--- config.mk ---
export PLATFORM = sky130hd
export DESIGN_NAME = instr_fetch_flat
export DESIGN_NICKNAME = d
export VERILOG_FILES = /design/src/rtl/instr_fetch_if.sv /design/src/rtl/instr_fetch.sv /design/src/flat_wrapper.sv
export SDC_FILE = /design/constraint.sdc
export NUM_CORES = 1
export LEC_CHECK = 0
export ABC_CLOCK_PERIOD_IN_PS = 2400
export CAP_MARGIN = 15
export CORE_MARGIN = 3
export CORE_UTILIZATION = 46
export DETAILED_ROUTE_END_ITERATION = 16
export PLACE_DENSITY = 0.86
export SETUP_SLACK_MARGIN = 0.4
export SYNTH_ARGS = -nofsm -noshare
export SYNTH_HDL_FRONTEND = slang
export SYNTH_SLANG_ARGS = --single-unit
export TNS_END_PERCENT = 10
--- constraint.sdc ---
create_clock -name clk -period 2.4 [get_ports clk]
set_input_delay 0.36 -clock clk [delete_from_list [all_inputs] [get_ports clk]]
set_output_delay 0.36 -clock clk [all_outputs]
set_load 0.02 [all_outputs]
--- src/rtl/instr_fetch_if.sv ---
// Fetch-stage bundle: instruction-memory request/response, redirect from execute
// and the {instr, pc} handshake towards decode.
interface instr_fetch_if;
   logic        imem_req_valid;
   logic        imem_req_ready;
   logic [31:0] imem_req_addr;
   logic        imem_rsp_valid;
   logic [31:0] imem_rsp_data;
   logic        redirect_valid;
   logic [31:0] redirect_pc;
   logic        out_valid;
   logic        out_ready;
   logic [31:0] out_instr;
   logic [31:0] out_pc;

   modport master (
      output imem_req_valid, imem_req_addr, out_valid, out_instr, out_pc,
      input  imem_req_ready, imem_rsp_valid, imem_rsp_data, redirect_valid, redirect_pc, out_ready
   );

   modport slave (
      input  imem_req_valid, imem_req_addr, out_valid, out_instr, out_pc,
      output imem_req_ready, imem_rsp_valid, imem_rsp_data, redirect_valid, redirect_pc, out_ready
   );
endinterface

--- src/rtl/instr_fetch.sv ---
// Fetch stage: issues in-order word fetches with credit-limited outstanding count, pairs
// responses with their PC and presents them to decode (>= 2 cycles request to output).
module instr_fetch #(
   parameter logic [31:0] RESET_PC = 32'h0000_0000,
   parameter int          DEPTH    = 2
) (
   input logic           clk,
   input logic           rst_n,
   instr_fetch_if.master bus
);
   localparam int AW = $clog2(DEPTH);
   localparam int CW = $clog2(DEPTH + 1);

   logic [31:0]      pc_q, pc_d;
   logic [31:0]      ent_pc_q    [DEPTH];
   logic [31:0]      ent_instr_q [DEPTH];
   logic [DEPTH-1:0] filled_q;
   logic [AW-1:0]    head_q, tail_q, wr_q;
   logic [CW-1:0]    count_q, pend_q, discard_q;
   logic [CW-1:0]    count_d, pend_d, discard_d;

   logic credit_ok, req_fire, rsp_drop, rsp_fill, out_vld, pop;

   // Credits cover both live entries and responses still owed to a flushed stream.
   assign credit_ok          = (int'(count_q) + int'(discard_q)) < DEPTH;
   assign bus.imem_req_valid = rst_n && !bus.redirect_valid && credit_ok;
   assign bus.imem_req_addr  = pc_q;
   assign req_fire           = bus.imem_req_valid && bus.imem_req_ready;
   assign rsp_drop           = bus.imem_rsp_valid && (discard_q != '0);
   assign rsp_fill           = bus.imem_rsp_valid && (discard_q == '0);
   assign out_vld            = filled_q[head_q] && !bus.redirect_valid;
   assign bus.out_valid      = out_vld;
   assign bus.out_instr      = ent_instr_q[head_q];
   assign bus.out_pc         = ent_pc_q[head_q];
   assign pop                = out_vld && bus.out_ready;

   always_comb begin
      pc_d      = pc_q;
      count_d   = count_q;
      pend_d    = pend_q;
      discard_d = discard_q;
      if (bus.redirect_valid) begin
         pc_d      = bus.redirect_pc & 32'hFFFF_FFFC;
         count_d   = '0;
         pend_d    = '0;
         // Every unfilled entry still owes a response; one arriving now is already paid.
         discard_d = discard_q + pend_q - CW'(bus.imem_rsp_valid);
      end else begin
         if (req_fire) pc_d = pc_q + 32'd4;
         count_d   = count_q + CW'(req_fire) - CW'(pop);
         pend_d    = pend_q + CW'(req_fire) - CW'(rsp_fill);
         discard_d = discard_q - CW'(rsp_drop);
      end
   end

   always_ff @(posedge clk or negedge rst_n) begin
      if (!rst_n) begin
         pc_q      <= RESET_PC;
         head_q    <= '0;
         tail_q    <= '0;
         wr_q      <= '0;
         filled_q  <= '0;
         count_q   <= '0;
         pend_q    <= '0;
         discard_q <= '0;
         for (int i = 0; i < DEPTH; i++) begin
            ent_pc_q[i]    <= '0;
            ent_instr_q[i] <= '0;
         end
      end else begin
         pc_q      <= pc_d;
         count_q   <= count_d;
         pend_q    <= pend_d;
         discard_q <= discard_d;
         if (bus.redirect_valid) begin
            head_q   <= '0;
            tail_q   <= '0;
            wr_q     <= '0;
            filled_q <= '0;
         end else begin
            if (req_fire) begin
               ent_pc_q[tail_q] <= pc_q;
               tail_q           <= tail_q + AW'(1);
            end
            if (rsp_fill) begin
               ent_instr_q[wr_q] <= bus.imem_rsp_data;
               filled_q[wr_q]    <= 1'b1;
               wr_q              <= wr_q + AW'(1);
            end
            if (pop) begin
               filled_q[head_q] <= 1'b0;
               head_q           <= head_q + AW'(1);
            end
         end
      end
   end

   a_rsp_expected: assert property (@(posedge clk) disable iff (!rst_n)
      bus.imem_rsp_valid |-> (pend_q != '0 || discard_q != '0));
endmodule

--- src/flat_wrapper.sv ---
// flat-port wrapper written by rule: the top's interface ports become plain ports
module instr_fetch_flat 
#(
   parameter logic [31:0] RESET_PC = 32'h0000_0000,
   parameter int          DEPTH    = 2
)
  (clk, rst_n, bus_imem_req_valid, bus_imem_req_addr, bus_out_valid, bus_out_instr, bus_out_pc, bus_imem_req_ready, bus_imem_rsp_valid, bus_imem_rsp_data, bus_redirect_valid, bus_redirect_pc, bus_out_ready);
  instr_fetch_if bus_i ();
  input logic clk;
  input logic rst_n;
  output wire logic [$bits(bus_i.imem_req_valid)-1:0] bus_imem_req_valid;
  output wire logic [$bits(bus_i.imem_req_addr)-1:0] bus_imem_req_addr;
  output wire logic [$bits(bus_i.out_valid)-1:0] bus_out_valid;
  output wire logic [$bits(bus_i.out_instr)-1:0] bus_out_instr;
  output wire logic [$bits(bus_i.out_pc)-1:0] bus_out_pc;
  input wire logic [$bits(bus_i.imem_req_ready)-1:0] bus_imem_req_ready;
  input wire logic [$bits(bus_i.imem_rsp_valid)-1:0] bus_imem_rsp_valid;
  input wire logic [$bits(bus_i.imem_rsp_data)-1:0] bus_imem_rsp_data;
  input wire logic [$bits(bus_i.redirect_valid)-1:0] bus_redirect_valid;
  input wire logic [$bits(bus_i.redirect_pc)-1:0] bus_redirect_pc;
  input wire logic [$bits(bus_i.out_ready)-1:0] bus_out_ready;
  assign bus_imem_req_valid = bus_i.imem_req_valid;
  assign bus_imem_req_addr = bus_i.imem_req_addr;
  assign bus_out_valid = bus_i.out_valid;
  assign bus_out_instr = bus_i.out_instr;
  assign bus_out_pc = bus_i.out_pc;
  assign bus_i.imem_req_ready = bus_imem_req_ready;
  assign bus_i.imem_rsp_valid = bus_imem_rsp_valid;
  assign bus_i.imem_rsp_data = bus_imem_rsp_data;
  assign bus_i.redirect_valid = bus_redirect_valid;
  assign bus_i.redirect_pc = bus_redirect_pc;
  assign bus_i.out_ready = bus_out_ready;
  instr_fetch #(.RESET_PC(RESET_PC), .DEPTH(DEPTH)) u_core (.clk(clk), .rst_n(rst_n), .bus(bus_i));
endmodule
== After elaboration in Yosys (flattened, before gate mapping) ==
Cells that the tools add are included.
Widths: inputs -> output; s select.

* Add/sub/neg operators: 12
* Multipliers: 0
* Div/mod/pow operators: 0
* Magnitude comparators: 10
* Equal/unequal tests: 0
* Shift operators: 0
* Multiplexer cells: 33
* Bitwise operators: 7
* Reductions and logical operators: 19

{| class="wikitable"
|+ Operator list
! operator !! count
|-
| $mux 32 || 10
|-
| $bwmux 64 || 2
|-
| $demux 32 s1 || 2
|-
| $add 32x3->32 const B || 1
|-
| $lt 32x3->1 const B || 1
|-
| $mux 2 || 7
|-
| $logic_and 1x1->1 || 11
|-
| $mux 1 || 10
|-
| $reduce_bool 2->1 || 4
|-
| $sub 2x1->2 || 4
|-
| $ge 2x2->1 const B || 3
|-
| $not 1->2 || 3
|-
| $add 2x1->2 || 2
|-
| $lt 1x2->1 const B || 2
|-
| $lt 2x1->1 const B || 2
|-
| $reduce_and 2->1 || 2
|-
| $add 1x1->1 const B || 3
|-
| $add 2x2->3 || 1
|-
| $add 2x2->2 || 1
|-
| $and 2x2->2 || 1
|-
| $demux 1 s1 || 2
|-
| $ge 1x1->1 const B || 2
|-
| $logic_not 2->1 || 1
|-
| $not 2->2 || 1
|-
| 3 further kinds || 3
|}

* Flip-flop bits (word level): 171
* Bits in latches: 0
* Bits in writable memories: 0
* ROM bits: 0
* Input port bits: 70
* Output and inout port bits: 98
* Logic and storage cells: 93
* Memories: 0

== Longest topological paths before layout ==
Gate-level depths: netlist of run 1.

* Depth in word-level cells: 10
* Mapped depth: 10
* Depth with buffers taken out: 8

== Worst setup path after synthesis of run 1 ==
Ideal clock, no wire load.

* Kind: register to register
* From: register u_core.discard_q[0]
* To: register u_core.pc_q[29] (netlist: u_core.bus.imem_req_addr[29])
* Library setup time: 0.082 ns
* Data arrival time: 2.411 ns
* Data required time: 2.318 ns
* Path slack: -0.093 ns
* Stages on the path, launching flop included: 10
* Period minus slack after synthesis: 2.493 ns
* Cells stage by stage: dfrtp_1 inv_1 nor2_1 fa_1 nor4bb_1 buf_2 nand4_1 clkbuf_1 or4_1 a31oi_1

* Cells in the longest elaborated chain, start to end: 5

{| class="wikitable"
|+ RTL lines
! item !! line !! text
|-
| start, declared || instr_fetch.sv:19 || <nowiki>logic [CW-1:0] count_q, pend_q, discard_q;</nowiki>
|-
| start signal, assigned || instr_fetch.sv:74 || <nowiki>discard_q <= discard_d;</nowiki>
|-
| $add 2x2->3 || instr_fetch.sv:25 || <nowiki>assign credit_ok = (int'(count_q) + int'(discard_q)) < DEPTH;</nowiki>
|-
| $lt 32x3->1 || instr_fetch.sv:25 ||
|-
| $logic_and 1x1->1 || instr_fetch.sv:26 || <nowiki>assign bus.imem_req_valid = rst_n && !bus.redirect_valid && credit_ok;</nowiki>
|-
| $logic_and 1x1->1 || instr_fetch.sv:28 || <nowiki>assign req_fire = bus.imem_req_valid && bus.imem_req_ready;</nowiki>
|-
| $reduce_bool 2->1 (no source line) || - ||
|-
| end signal, assigned || instr_fetch.sv:71 || <nowiki>pc_q <= pc_d;</nowiki>
|-
| end, declared || instr_fetch.sv:14 || <nowiki>logic [31:0] pc_q, pc_d;</nowiki>
|}

No other way between the ends.
A chain may end at the register's enable or synchronous reset.

== Worst setup path in the final report of run 1 ==
* From: register u_core.discard_q[0]
* To: register u_core.pc_q[27] (netlist: u_core.bus.imem_req_addr[27])

Same word-level chain as after synthesis.

==> results list, run 1 <==
- Result of the run: complete, but fails checks
- The final reports fail on negative setup slack.
- Global routing finished with a remaining overflow of 0.
- Clock-pin slew was measured on the worst setup and hold paths at 0.06 ns.
- Final slew viol count: 0
- Final net count: roughly 860
- Worst-skew pair later-pin latency: 0.42 ns
- After detailed routing, the average wire length per cell comes to 20.0 um.
- Maximum number of pins on one net before global-route repair: 165
- Post-Route WL: 20,300 um
* Count of endpoints failing setup in the final report: 44
* Max VDD drop: between 0.6 and 0.7 mV
- Lkg Pwr: 4.75 nW
* Chip height: ~140 um
- 0 antenna diodes ended up in the layout.
* Number of cell instances on the worst register-to-register path: 9
* Number of synthesized flops with an enable pin: 0
- Time the worst path needs with I/O delays and setup: around 2.6 ns
- STA classifies the critical path startpoint as a flop.
* DRC violations left: 0
- Number of synthesized register bits: 165
- Data arrives at the worst endpoint at 2.89 ns.
- Measured on the finished design, the core utilization comes to 66.4%.
- The cell area that synthesis handed to floorplanning was 0.00777 sq mm.
* Antenna-violating nets left: 0
- R2r endpoint: u_core.bus.imem_req_addr[27]
- Cells after Synth: 604
- Type of the tightest min-delay check: in2async
- Register area share after synthesis: 53.1%
- Peak Freq: ~390 MHz
* FF-to-FF setup slack: -0.15 ns
* Floorplan die area: 0.0185 sq mm
* Initial antenna violation count: 0
* First-pass detailed-route iteration total: 5
* Total of max-cap violations: 0
- In this run, CTS created clock tree buffers numbering 17.
* Worst setup path category: reg2reg
- The post-route netlist has 44.6% of its cells at a drive strength greater than 1.
* Final hold viol count: 0
- Total power for the finished layout comes to 12.0 mW.
- Clock Tree Root: sky130_fd_sc_hd__clkbuf_16
- Total power divided by cell area: 1120 mW/mm^2
* Overall die width: about 140 um
- Fill cells in the final layout number 1,116.
- Rel. slew slack: 41.5%
* IO Count: 168
- The routed layout has 5,716 vias.
- Setup repair after global routing missed its margin: yes
- After layout, the worst setup slack is -0.154 ns.
- The tightest hold path in the finished design has a slack of 0.355 ns.
* Layout overhead on the synthesized area: 38.6%
- CTS sink count: 165
- Hpwl dp: roughly 13,000 um
- Wire length of the first global-routing pass: 31,100 um
- Final RePlAce weighted congestion: 0.815
- Number of distinct standard cells referenced by the synthesized netlist: between 40 and 50
- Total Routing Usage GR: 21.3%
- Detailed router's first-iteration violation count: 383
- Initial Util: a little under half
- Clock tree buffer depth: 2
- Fraction of synthesis flops using an asynchronous set or reset pin: 100%
- In this run, placement finished with an instance count of 972.
- At the pin with the least slew margin, the transition time is 0.878 ns.
- Biggest fanout along the worst timing path: 5
- For this run, the number of Yosys warnings is 0.
* Average instance area after synthesis: 12.9 sq um
* Number of placement rows: 46
* Crit end category: flop
* Setup Skew: ~0.0090 ns
- Before CTS, the worst setup slack after placement is -0.117 ns.
* Vias in the first global route: 6,076
* Required arrival time at the worst endpoint: 2.73 ns
- After layout, the worst path uses 106% of the clock period.
* R2R Path Start: u_core.discard_q[0]
- Excluding fillers, the count of instances in the completed layout stands at approximately 1,000.
- During placement, the flow inserted port buffers numbering 161.
- The total area inside the core boundary comes to around 0.016 sq mm.
- CTS tree: done
- CTS built an H-tree with a depth of 4.
- For this run, the leading register cell type out of synthesis is sky130_fd_sc_hd__dfrtp_1.
* Via-to-Cell Ratio: approximately 5.6
power breakdown:
part           switching [mW]  internal [mW]
combinational            2.21           2.84
clock                    1.09           1.48
sequential              0.638           3.78
total                    3.94           8.11
stage by stage:
stage	area, sq um	TNS [ns]
final	10800	-4.58
after global routing	10800	-8.22
after CTS	10300	-0.101
after detailed placement	9780	-1.00
after global placement	9780	-0.0427
after floorplan	7830	-0.114
state kept, by name (all words and copies together), names as in the netlist:
name	count
u_core.count_q	2
u_core.ent_pc_q	60
u_core.head_q	1
u_core.bus.imem_req_addr	30
u_core.tail_q	1
u_core.wr_q	1
u_core.pend_q	2
u_core.filled_q	2
u_core.ent_instr_q	64
u_core.discard_q	2
area by class of cell:
type                    count  area, sq um  share of cell area, %
clock buffers              21          460                   4.27
multi-input cells         388         3770                   35.0
inverters                  12         45.0                  0.418
repair buffers            201         1990                   18.5
flip-flops and latches    165         4130                   38.4
clock inverters            11          103                  0.952
well taps                 216          270                   2.51
worst max-delay path, cell delays in order, from the launching register on:
cell	delay, ns
sky130_fd_sc_hd__dfrtp_1	0.39
sky130_fd_sc_hd__inv_2	0.09
sky130_fd_sc_hd__nor2_4	0.04
sky130_fd_sc_hd__fa_2	0.51
sky130_fd_sc_hd__nor4bb_4	0.34
sky130_fd_sc_hd__nand4_1	0.15
sky130_fd_sc_hd__buf_6	0.16
sky130_fd_sc_hd__buf_6	0.12
sky130_fd_sc_hd__or4_1	0.47
sky130_fd_sc_hd__a31oi_1	0.19
layout by cell type (no fill, tap or decap), types with 4 or more instances in the layout:
| master | n |
|---|---|
| sky130_fd_sc_hd__nor2_1 | 22 |
| sky130_fd_sc_hd__or4_1 | 12 |
| sky130_fd_sc_hd__inv_1 | 10 |
| sky130_fd_sc_hd__nand4_1 | 6 |
| sky130_fd_sc_hd__clkbuf_16 | 17 |
| sky130_fd_sc_hd__a31oi_1 | 13 |
| sky130_fd_sc_hd__o21ai_1 | 4 |
| sky130_fd_sc_hd__o21ai_0 | 10 |
| sky130_fd_sc_hd__o31ai_2 | 4 |
| sky130_fd_sc_hd__buf_6 | 54 |
| sky130_fd_sc_hd__o31ai_1 | 10 |
| sky130_fd_sc_hd__clkdlybuf4s50_1 | 93 |
| sky130_fd_sc_hd__xor2_1 | 4 |
| sky130_fd_sc_hd__buf_4 | 25 |
| sky130_fd_sc_hd__buf_12 | 4 |
| sky130_fd_sc_hd__or4_4 | 7 |
| sky130_fd_sc_hd__xnor2_1 | 16 |
| sky130_fd_sc_hd__dfrtp_1 | 162 |
| sky130_fd_sc_hd__and2_1 | 4 |
| sky130_fd_sc_hd__nand2_1 | 23 |
| sky130_fd_sc_hd__buf_2 | 19 |
| sky130_fd_sc_hd__nand3_1 | 12 |
| sky130_fd_sc_hd__ha_1 | 8 |
| sky130_fd_sc_hd__conb_1 | 4 |
| sky130_fd_sc_hd__mux2_2 | 141 |
| sky130_fd_sc_hd__mux2_4 | 45 |
synth_stat cells (2+ instances only):
master | count | area (sq um)
sky130_fd_sc_hd__a21oi_1 | 2 | 10.0
sky130_fd_sc_hd__a31oi_1 | 16 | 100
sky130_fd_sc_hd__a41oi_1 | 2 | 17.5
sky130_fd_sc_hd__and2_1 | 4 | 25.0
sky130_fd_sc_hd__and3_1 | 2 | 12.5
sky130_fd_sc_hd__and4_1 | 3 | 26.3
sky130_fd_sc_hd__buf_1 | 5 | 18.8
sky130_fd_sc_hd__buf_2 | 7 | 35.0
sky130_fd_sc_hd__buf_4 | 4 | 30.0
sky130_fd_sc_hd__clkbuf_1 | 25 | 93.8
sky130_fd_sc_hd__dfrtp_1 | 165 | 4130
sky130_fd_sc_hd__ha_1 | 8 | 100
sky130_fd_sc_hd__inv_1 | 12 | 45.0
sky130_fd_sc_hd__mux2_2 | 186 | 2090
sky130_fd_sc_hd__mux2i_1 | 3 | 30.0
sky130_fd_sc_hd__nand2_1 | 24 | 90.1
sky130_fd_sc_hd__nand3_1 | 13 | 65.1
sky130_fd_sc_hd__nand4_1 | 6 | 37.5
sky130_fd_sc_hd__nor2_1 | 24 | 90.1
sky130_fd_sc_hd__nor2b_1 | 2 | 12.5
sky130_fd_sc_hd__nor3_1 | 3 | 15.0
sky130_fd_sc_hd__nor4_1 | 3 | 18.8
sky130_fd_sc_hd__o211ai_1 | 2 | 15.0
sky130_fd_sc_hd__o21ai_0 | 14 | 70.1
sky130_fd_sc_hd__o31ai_1 | 15 | 113
sky130_fd_sc_hd__or4_1 | 17 | 128
sky130_fd_sc_hd__or4_4 | 2 | 22.5
sky130_fd_sc_hd__xnor2_1 | 16 | 140
sky130_fd_sc_hd__xor2_1 | 4 | 35.0
cells by family (layout without fill, tap and decap cells):
kind of cell / count (synthesis) / in the layout / synth area share [%]
fa+ha+maj: 9 / 9 / 1.55
simple gates: 112 / 112 / 8.21
xor+xnor: 20 / 20 / 2.25
buf+inv: 54 / 245 / 3.01
other cells: 1 / 4 / 0.0482
flops: 165 / 165 / 53.1
compound gates: 54 / 54 / 4.49
mux: 189 / 189 / 27.3
how the worst max path moves through the flow:
stage | slack (ns) | to | cells past startpoint | from
2_1_floorplan | -0.06 | u_core.bus.imem_req_addr[29] | 9 | u_core.discard_q[0]
3_3_place_gp | -0.04 | u_core.bus.imem_req_addr[31] | 8 | u_core.count_q[0]
3_5_place_dp | -0.12 | u_core.bus.imem_req_addr[16] | 8 | u_core.discard_q[0]
4_1_cts | -0.05 | u_core.bus.imem_req_addr[31] | 8 | u_core.discard_q[0]
5_1_grt | -0.23 | u_core.bus.imem_req_addr[27] | 9 | u_core.discard_q[0]
6_report | -0.15 | u_core.bus.imem_req_addr[27] | 9 | u_core.discard_q[0]
timing repair:
item | CTS | global route
hold endpoints to repair | 1 | 0
gates cloned | 0 | 3
endpoints found under the setup margin | 157 | 154
gates resized for setup | 258 | 192
hold buffers | 1 | 0
pin swaps | 3 | 21
setup buffers | 1 | 5
layer usage:
metal  share of wire [%]  GRT usage, %  vias to the layer above
met5                   0             0                        -
li1                    -             -                     2558
met1                  41          26.5                     2916
met3                 6.4          5.74                       28
met4                 1.7          5.66                        0
met2                  51          36.8                      214
Power figures use the tool's default switching activity.
==> inputs of run 2 (changes only) <==
--- a/config.mk
+++ b/config.mk
@@ -8,9 +8,10 @@
 export ABC_CLOCK_PERIOD_IN_PS = 2400
 export CAP_MARGIN = 15
 export CORE_MARGIN = 3
-export CORE_UTILIZATION = 46
+export CORE_UTILIZATION = 45
 export DETAILED_ROUTE_END_ITERATION = 16
-export PLACE_DENSITY = 0.86
+export GPL_ROUTABILITY_DRIVEN = 0
+export PLACE_DENSITY = 0.85
 export SETUP_SLACK_MARGIN = 0.4
 export SYNTH_ARGS = -nofsm -noshare
 export SYNTH_HDL_FRONTEND = slang
==> run 2 against run 1 <==
The run still ends with negative setup slack left. Sequential power is essentially flat. Cell area increased by 3.8%. Highest routed layer unchanged. Sequential share of layout area decreased by 1.4 points. Critical path type unchanged.
==> results list, run 2 (synthesized netlist as in run 1, its figures left out) <==
- Number of standard cells in the final layout excluding fillers: 1,032 (+1.8%)
* Number of antenna repair diodes: 0 (unchanged)
* Number of I/O port buffers: 161 (unchanged)
- Worst setup path category: reg2reg
* Floorplan die area: 0.0189 sq mm (+2.1%)
- On the critical path the largest part of the delay comes from simple AND/OR/NAND/NOR gates.
* Result of the run: complete, but fails checks
- Worst-skew pair later-pin latency: 0.42 ns (about the same)
* Worst slew pin tran: 0.925 ns (+0.0471 ns)
- TritonCTS built the clock tree.
- Post-route clock period utilization: 102% (-4.0 points)
- Critical path endpoint: u_core.bus.imem_req_addr[21]
- The number of design-rule violations left by the first detailed-router iteration was 306 (-20%).
* Worst setup path startpoint: u_core.discard_q[0]
- The width of the die was 137 um (+1.1%).
- Violations in the final reports: negative setup slack
- CTS placed an instance of sky130_fd_sc_hd__clkbuf_16 at the clock tree root.
- Total of max-cap violations: 0 (unchanged)
* Maximum number of pins on one net before global-route repair: 148 (-10%)
* CTS sink count: 165 (unchanged)
- The largest clock skew in the final design is 0.0178 ns (+0.00885 ns).
* Lkg Pwr: 5.09 nW (+7.2%)
- The boundary pin count came to 168 (unchanged).
- The worst supply voltage drop on vdd came to 0.646 mV (-4.9%).
- The total CTS buffers is 17 (unchanged).
- Type of the tightest min-delay check: in2async
- u_core.ent_instr_q holds more flip-flops than any other register.
- The highest cell delay on the worst timing path is 0.50 ns (about the same).
* Rel. slew slack: 38.1% (-3.3 points)
* DRC violations left: 0 (unchanged)
- The half-perimeter wire length of the detailed placement result is 12,000 um (-7.3%).
* GRT Residual Overflow: 0 (unchanged)
- First-pass detailed-route iteration total: 4 (-1)
* Worst Slack Setup Final: -0.0593 ns (+0.0950 ns)
* Required arrival time at the worst endpoint: 2.74 ns (about the same)
- The final count of hold timing violations was 0 (unchanged).
- The maximum fanout along the worst path is 12 (+7).
- In this run the critical register-to-register path is launched from u_core.discard_q[0].
* Chip height: 137 um (+1.1%)
- Most frequent standard cell in the layout excluding fill and tap cells: sky130_fd_sc_hd__dfrtp_1
- Number of buffers and inverters on the critical path: 2 (-1)
- Relative to the synthesized area, the layout overhead comes to 43.8%.
- Setup repair after global routing could not meet its margin everywhere.
- Final slew viol count: 0 (unchanged)
- Peak Freq: 407 MHz (+3.9%)
* Count of cell instances traversed by the critical path: 8 (-1)
- Vias in the first global route: 5,959 (-1.9%)
- The proportion of layout cells with a drive suffix above 1 was 46.4% (+1.8 points).
* Clock tree buffer depth: 2 (unchanged)
- The depth of the worst register-to-register path came to 8 (-1).
- The H-tree depth reported by CTS was 4 (unchanged).
* Critical Path Slowest Stage Cell: sky130_fd_sc_hd__fa_2
- FF-to-FF setup slack: -0.06 ns (+0.10 ns)
- In this run the critical register-to-register path is captured at u_core.bus.imem_req_addr[21].
* Max reg flops: 64 (unchanged)
* Core area: 0.0168 sq mm (+3.3%)
- The effective utilization at floorplan is 46.4% (-1.5 points).
- The mean number of vias per cell is 5.49 (-2.7%).
* Number of placement rows: 47 (+2.2%)
* Initial antenna violation count: 0 (unchanged)
- The power density over the cells is 1100 mW/mm^2 (-1.2%).
- The minimum clock period is 2.46 ns (-0.0950 ns).
- The data arrival at the endpoint of the critical path was 2.80 ns (-0.09 ns).
- Most frequent cells in the layout: 162 x sky130_fd_sc_hd__dfrtp_1, 97 x sky130_fd_sc_hd__mux2_2, 95 x sky130_fd_sc_hd__clkdlybuf4s50_1, 89 x sky130_fd_sc_hd__mux2_4, 43 x sky130_fd_sc_hd__buf_4
- Average wire length per cell after detail routing: 19.8 um (-1.3%)
* Count of endpoints failing setup in the final report: 12 (-73%)
* Post-layout total power: 12.4 mW (+2.5%)
- Final net count: 878 (+1.6%)
* Post-Route WL: 20,400 um (+0.44%)
- The detailed-route via count is 5,661 (-0.96%).
- The number of nets still failing antenna checks after routing is 0 (unchanged).
* Crit path launch type: flop
- Post-placement cell count: 977 (+0.51%)
- The worst setup path is captured at a flop.
- Total Routing Usage GR: 21.4% (+0.15 points)
* Wire length of the first global-routing pass: 31,600 um (+1.5%)
- The clock transition at the register clock pins on the worst setup and hold paths after CTS came to 0.06 ns (about the same).
- Traced cell by cell, the critical path runs through inv_2 > nor2_4 > fa_2 > nor4bb_4 > nand4_1 > buf_6 > or4_1 > a31oi_1.
## run 2: cell count changes in the layout (fill, tap and decap cells not counted), sizes merged
cell / before / now
dlymetal6s2s: 3 / 0
clkinvlp: 3 / 0
bufinv: 1 / 4
clkbuf: 21 / 23
dlygate4sd2: 0 / 1
clkdlybuf4s50: 93 / 95
clkinv: 6 / 7
buf: 104 / 115
## run 2: final cells by class
class | count | area [sq um]
Clock buffer | 20 | 457
Multi-Input combinational cell | 388 | 4040
Inverter | 12 | 45.0
Clock inverter | 12 | 175
Fill cell | 1228 | 5580
Sequential cell | 165 | 4130
Tap cell | 220 | 275
Timing Repair Buffer | 215 | 2060
## run 2: worst min path at each step
| stage | from | to | cells past startpoint |
|---|---|---|---|
| 4_1_cts | rst_n | u_core.ent_instr_q[49] | 2 |
| 3_3_place_gp | rst_n | u_core.tail_q | 1 |
| 6_report | rst_n | u_core.ent_instr_q[15] | 2 |
| 3_5_place_dp | rst_n | u_core.tail_q | 1 |
| 5_1_grt | rst_n | u_core.ent_instr_q[16] | 2 |
| 2_1_floorplan | rst_n | u_core.bus.imem_req_addr[10] | 0 |
## run 2: report_power, final
| part | switching [mW] | internal [mW] |
|---|---|---|
| Sequential | 0.621 | 3.78 |
| Combinational | 2.22 | 2.80 |
| Clock | 1.13 | 1.80 |
## run 2: metrics by stage
| step | TNS [ns] | utilization, % | area [sq um] | setup WS [ns] | hold WS (ns) |
|---|---|---|---|---|---|
| after global placement | 0 | 58.7 | 9840 | 0.00292 | 0.232 |
| after global routing | -3.26 | 66.7 | 11200 | -0.134 | 0.189 |
| final | -0.312 | 66.7 | 11200 | -0.0593 | 0.117 |
| after floorplan | -0.114 | - | 7830 | -0.0572 | 0.0644 |
| after detailed placement | -0.429 | 58.7 | 9840 | -0.0890 | 0.234 |
| after CTS | -0.0647 | 65.4 | 11000 | -0.0251 | 0.166 |
## run 2: what timing repair did
item                                    in CTS  in global routing
pin swaps                                   52                 16
hold endpoints to repair                    18                  0
resized for setup                          422                 35
endpoints found under the setup margin     158                153
gates cloned                                 4                  2
hold buffers                                 1                  0
setup buffers                               12                  4
## run 2: metal layers
layer  GRT usage (%)  part of all wire [%]  vias up  routed length [um]
li1                -                     -     2584                   -
met1            28.3                    43     2856                8720
met2            34.6                    49      189               10100
met3            4.60                   6.1       32                1240
met4            8.37                   1.7        0                 349
met5               0                     0        -                   0
## run 2: worst register-to-register path: cells and delay by family (launching register included)
family / cells / cell delay (ns)
adder cells (fa/ha/maj): 1 / 0.50
buffers and inverters: 2 / 0.29
flip-flops: 1 / 0.40
AND/OR/NAND/NOR: 4 / 1.00
AO/OA/AOI/OAI: 1 / 0.19
